**config.mk**
```make
export PLATFORM = sky130hd
export DESIGN_NAME = booth_seq_ctrl
export DESIGN_NICKNAME = d
export VERILOG_FILES = /design/src/rtl/booth_seq_ctrl.sv
export SDC_FILE = /design/constraint.sdc
export NUM_CORES = 1
export LEC_CHECK = 0
export CAP_MARGIN = 25
export CORE_AREA = 2 2 39 41
export CTS_BUF_LIST = sky130_fd_sc_hd__clkbuf_8
export DETAILED_ROUTE_END_ITERATION = 16
export DIE_AREA = 0 0 41 43
export PLACE_DENSITY_LB_ADDON = 0.15
export SYNTH_ARGS = -nofsm -noshare
export SYNTH_HDL_FRONTEND = slang
export SYNTH_SLANG_ARGS = --single-unit
```
**constraint.sdc**
```tcl
create_clock -name Clock -period 2.1 [get_ports Clock]
set_input_delay 0.42 -clock Clock [delete_from_list [all_inputs] [get_ports Clock]]
set_output_delay 0.42 -clock Clock [all_outputs]
set_load 0.005 [all_outputs]
```
**src/rtl/booth_seq_ctrl.sv**
```systemverilog
// Radix-2 Booth multiplier sequencer: loads operands, steps add/sub/shift
// strobes from the Booth pair, and flags completion after N_LEN iterations.
module booth_seq_ctrl #(
  parameter int N_LEN = 8,
  localparam int IW = (N_LEN > 2) ? $clog2(N_LEN) : 1
) (
  input  logic          Clock,
  input  logic          Reset,
  input  logic          Start,
  input  logic [2:0]    Q_out,
  output logic          Request,
  output logic          Done,
  output logic          add_s,
  output logic          sub_s,
  output logic          ashift_s,
  output logic          Busy,
  output logic [IW-1:0] Iter
);

  typedef enum logic [2:0] {
    IDLE  = 3'd0,
    LOAD  = 3'd1,
    CHECK = 3'd2,
    ADD   = 3'd3,
    SUB   = 3'd4,
    SHIFT = 3'd5,
    FIN   = 3'd6
  } state_t;

  localparam logic [IW-1:0] ITER_LAST = IW'(N_LEN - 1);

  state_t        state;
  state_t        state_nx;
  logic [IW-1:0] iter;
  logic [IW-1:0] iter_nx;
  logic          last;

  assign last = (iter == ITER_LAST);

  always_ff @(posedge Clock) begin
    if (Reset) begin
      state <= IDLE;
      iter  <= '0;
    end else begin
      state <= state_nx;
      iter  <= iter_nx;
    end
  end

  // Q_out only steers the CHECK branch; it never reaches an output.
  always_comb begin
    state_nx = state;
    iter_nx  = iter;
    unique case (state)
      IDLE: begin
        if (Start) state_nx = LOAD;
      end
      LOAD: begin
        iter_nx  = '0;
        state_nx = CHECK;
      end
      CHECK: begin
        unique case (Q_out[1:0])
          2'b10:   state_nx = SUB;
          2'b01:   state_nx = ADD;
          default: state_nx = SHIFT;
        endcase
      end
      ADD, SUB: begin
        state_nx = SHIFT;
      end
      SHIFT: begin
        if (last) begin
          state_nx = FIN;
        end else begin
          iter_nx  = iter + 1'b1;
          state_nx = CHECK;
        end
      end
      FIN: begin
        state_nx = IDLE;
      end
      default: begin
        state_nx = IDLE;
        iter_nx  = '0;
      end
    endcase
  end

  always_comb begin
    Request  = 1'b0;
    Done     = 1'b0;
    add_s    = 1'b0;
    sub_s    = 1'b0;
    ashift_s = 1'b0;
    Busy     = (state != IDLE);
    unique case (state)
      LOAD:    Request  = 1'b1;
      ADD:     add_s    = 1'b1;
      SUB:     sub_s    = 1'b1;
      SHIFT:   ashift_s = 1'b1;
      FIN:     Done     = 1'b1;
      default: ;
    endcase
  end

  assign Iter = iter;

endmodule
```
==> results.toml, run 1 <==
[run_status]
status = "finished clean"

[job]
drv_cap = 0

[worst_setup_path]
cp_slowest_stage_delay_ns = 0.49
critical_path_required_ns = 1.68
critical-path-slowest-cell = "sky130_fd_sc_hd__clkdlybuf4s50_1"
r2r_setup_slack_ns = 0.90
setup.worst_path.class = "reg2out"
cp-end-kind = "output port"
cp_data_arrival_time_ns = 1.53
chain_of_cells_forming_the_critical_path = "nor2b_2 -> and2_1 -> clkdlybuf4s50_1"
critical_path.max_fanout = 8
critPathLaunchType = "flip-flop"

[floorplanning]
io_pins = 15
row_count = 14
initial_utilization = 0.279
die_span_in_y_um = 43
dieArea_sq_um = 1760
chipWidth_um = 41
design.core.area_sq_um = 1380

[routing]
route.detailed.wl_per_inst_um = 10.6
route.detailed.drc = 0
detailroute.via_count = 333
drt_pass1_iterations = 4
drt.antenna.violating_nets = 0
postRouteWirelength_um = 775
initialDrtViolationCount = 4
routed_via_density = 4.56

[clock_tree]
clock_sinks = 6
clock_latency_ns = 0.22
cts.root.buffer_cell = "sky130_fd_sc_hd__clkbuf_8"
cts-hold-fix-buffers = 0
cts-htree-levels = 1
clock_path_buffers = 2
cts_tree = "done"
worst_setup_hold_path_clk_slew_ns = 0.04
cts_buffers = 3

[synthesis]
syn_nets = 50
largest_area_contributor_in_the_netlist = "sky130_fd_sc_hd__dfxtp_1"
postSynthCellCount = 42
yosys_register_bits = 6
synth.top_cells.by_area = "sky130_fd_sc_hd__dfxtp_1 31%, sky130_fd_sc_hd__nand2b_1 9.7%, sky130_fd_sc_hd__mux2i_1 7.8%"
post_synth.cell_area_avg_sq_um = 9.21
synthDistinctLibCells = 18
synth-warning-count = 0
synth.top_cell.area_share = 0.311
synth_area_sq_um = 387
synth.yosys.seq_area_share = 0.311

[layout]
final_design_area_no_fill_sq_um = 574
seq_area_sq_um = 121
layout_commonest_cell = "sky130_fd_sc_hd__clkdlybuf4s50_1"
final_layout_size_suffix_gt1_frac = 0.123
area_growth_pct = 48.5
n_fill_cell = 146
most_frequent_cells_in_the_layout = "13 x sky130_fd_sc_hd__clkdlybuf4s50_1, 6 x sky130_fd_sc_hd__nand2b_1, 5 x sky130_fd_sc_hd__dfxtp_1, 4 x sky130_fd_sc_hd__nor2_1, 4 x sky130_fd_sc_hd__nand3b_1"
layout_net_count = 67
antenna_cells_inserted = 0
multi_input_comb_area_sq_um = 262

[timing]
maxSlewViolCount = 0
setup_violations = 0
totalNegativeSetupSlack_ns = 0
timing_hold_violations_final = 0
max_slew_margin = 0.800
worst-slew-pin-transition_ns = 0.300
grt_setup_unrepaired = "no"
period_share = 0.931
max_freq_mhz = 512
fin_worst_skew_ns = 0.00307
fin_crit_ns = 1.95

[global_routing]
grt_pass1_vias = 318
total_congestion_overflow = 0
grt_max_degree = 11
antenna_found_initial = 0
grt_first_pass_wirelength_um = 1310
grt_usage = 0.118

[pwr]
report.power.total_uw = 358
power_leakage_uw = 0.000232
peakVddDrop_mv = 0.449
pwr_density_cell_nw_per_um2 = 623

[placed_design]
placed_area_sq_um = 532
global_placer_s_final_weighted_congestion = 0.664
port_buffer_count = 13

[hold_path]
hp-class = "reg2reg"
-- registers in the layout (all words and copies together), names as in the netlist --
register and flops:
state 3, Iter 3
-- worst max-delay path: cells and delay by family, from the launching register on --
| family | cells | cell delay (ns) |
|---|---|---|
| flops | 1 | 0.42 |
| simple gates | 2 | 0.41 |
| buf+inv | 1 | 0.49 |
-- per-layer routing --
layer  GRT usage  share of wire
met1       0.134           0.47
met4      0.0600          0.015
met5           0              0
met2       0.153           0.46
met3      0.0942          0.052
-- stage by stage --
stage / hold slack (ns) / std cells / util / worst slack, ns
4_1_cts: 0.506 / 73 / 0.414 / 0.0721
3_5_place_dp: 0.500 / 70 / 0.384 / 0.313
3_3_place_gp: 0.490 / 70 / 0.384 / 0.313
6_report: 0.497 / 73 / 0.415 / 0.146
5_1_grt: 0.532 / 73 / 0.415 / 0.0123
2_1_floorplan: 0.484 / 42 / - / 0.883
-- kinds of logic after synthesis --
| logic type | count (synthesis) | share of synthesized area |
|---|---|---|
| AO/OA/AOI/OAI | 5 | 0.0906 |
| flip-flops | 6 | 0.311 |
| buffers and inverters | 1 | 0.0129 |
| adder cells (fa/ha/maj) | 2 | 0.0647 |
| multiplexers | 3 | 0.0777 |
| AND/OR/NAND/NOR | 25 | 0.443 |
-- final timing paths --
kind | from | endpoint | cells after the start
min reg2reg | Iter[1] | Iter[1] | 2
max | state[1] | add_s | 3
max reg2reg | Iter[0] | Iter[1] | 5
min | Iter[1] | Iter[1] | 2
-- what timing repair did --
action                                  4_1_cts  5_1_grt
setup buffers                                 0        0
endpoints found under the setup margin        0        1
gates resized for setup                       0        1
-- power breakdown --
group	internal (uW)	switching, uW	total (uW)
Combinational	36.0	19.9	55.9
Sequential	119	9.32	129
Clock	123	50.2	173
-- layout make-up --
| type | instances | area share |
|---|---|---|
| clock buffers | 3 | 0.0719 |
| multi-input cells | 35 | 0.455 |
| flip-flops and latches | 6 | 0.211 |
| well taps | 16 | 0.0349 |
| repair buffers | 13 | 0.227 |
-- cell usage after synthesis, drive strengths merged --
cell type / count
nand2: 1
or3: 1
and2: 2
mux2i: 3
nor2: 4
clkbuf: 1
nand2b: 6
and3b: 2
nor2b: 3
nor3b: 1
o21ai: 2
a21oi: 2
ha: 2
nand3b: 5
a221oi: 1
dfxtp: 6
No activity file was read; power rests on OpenSTA's default activity.
==> run 2, diff against run 1 <==
--- a/config.mk
+++ b/config.mk
@@ -11,6 +11,7 @@
 export DETAILED_ROUTE_END_ITERATION = 16
 export DIE_AREA = 0 0 41 43
 export PLACE_DENSITY_LB_ADDON = 0.15
+export SLEW_MARGIN = 15
 export SYNTH_ARGS = -nofsm -noshare
 export SYNTH_HDL_FRONTEND = slang
 export SYNTH_SLANG_ARGS = --single-unit
==> results of run 2 <==
Same layout as run 1: the final DEF is identical, and so are final timing and power.
==> run 3, diff against run 2 <==
--- a/config.mk
+++ b/config.mk
@@ -5,7 +5,7 @@
 export SDC_FILE = /design/constraint.sdc
 export NUM_CORES = 1
 export LEC_CHECK = 0
-export CAP_MARGIN = 25
+export CAP_MARGIN = 40
 export CORE_AREA = 2 2 39 41
 export CTS_BUF_LIST = sky130_fd_sc_hd__clkbuf_8
 export DETAILED_ROUTE_END_ITERATION = 16
==> results of run 3 <==
Same layout as run 1: the final DEF is identical, and so are final timing and power.
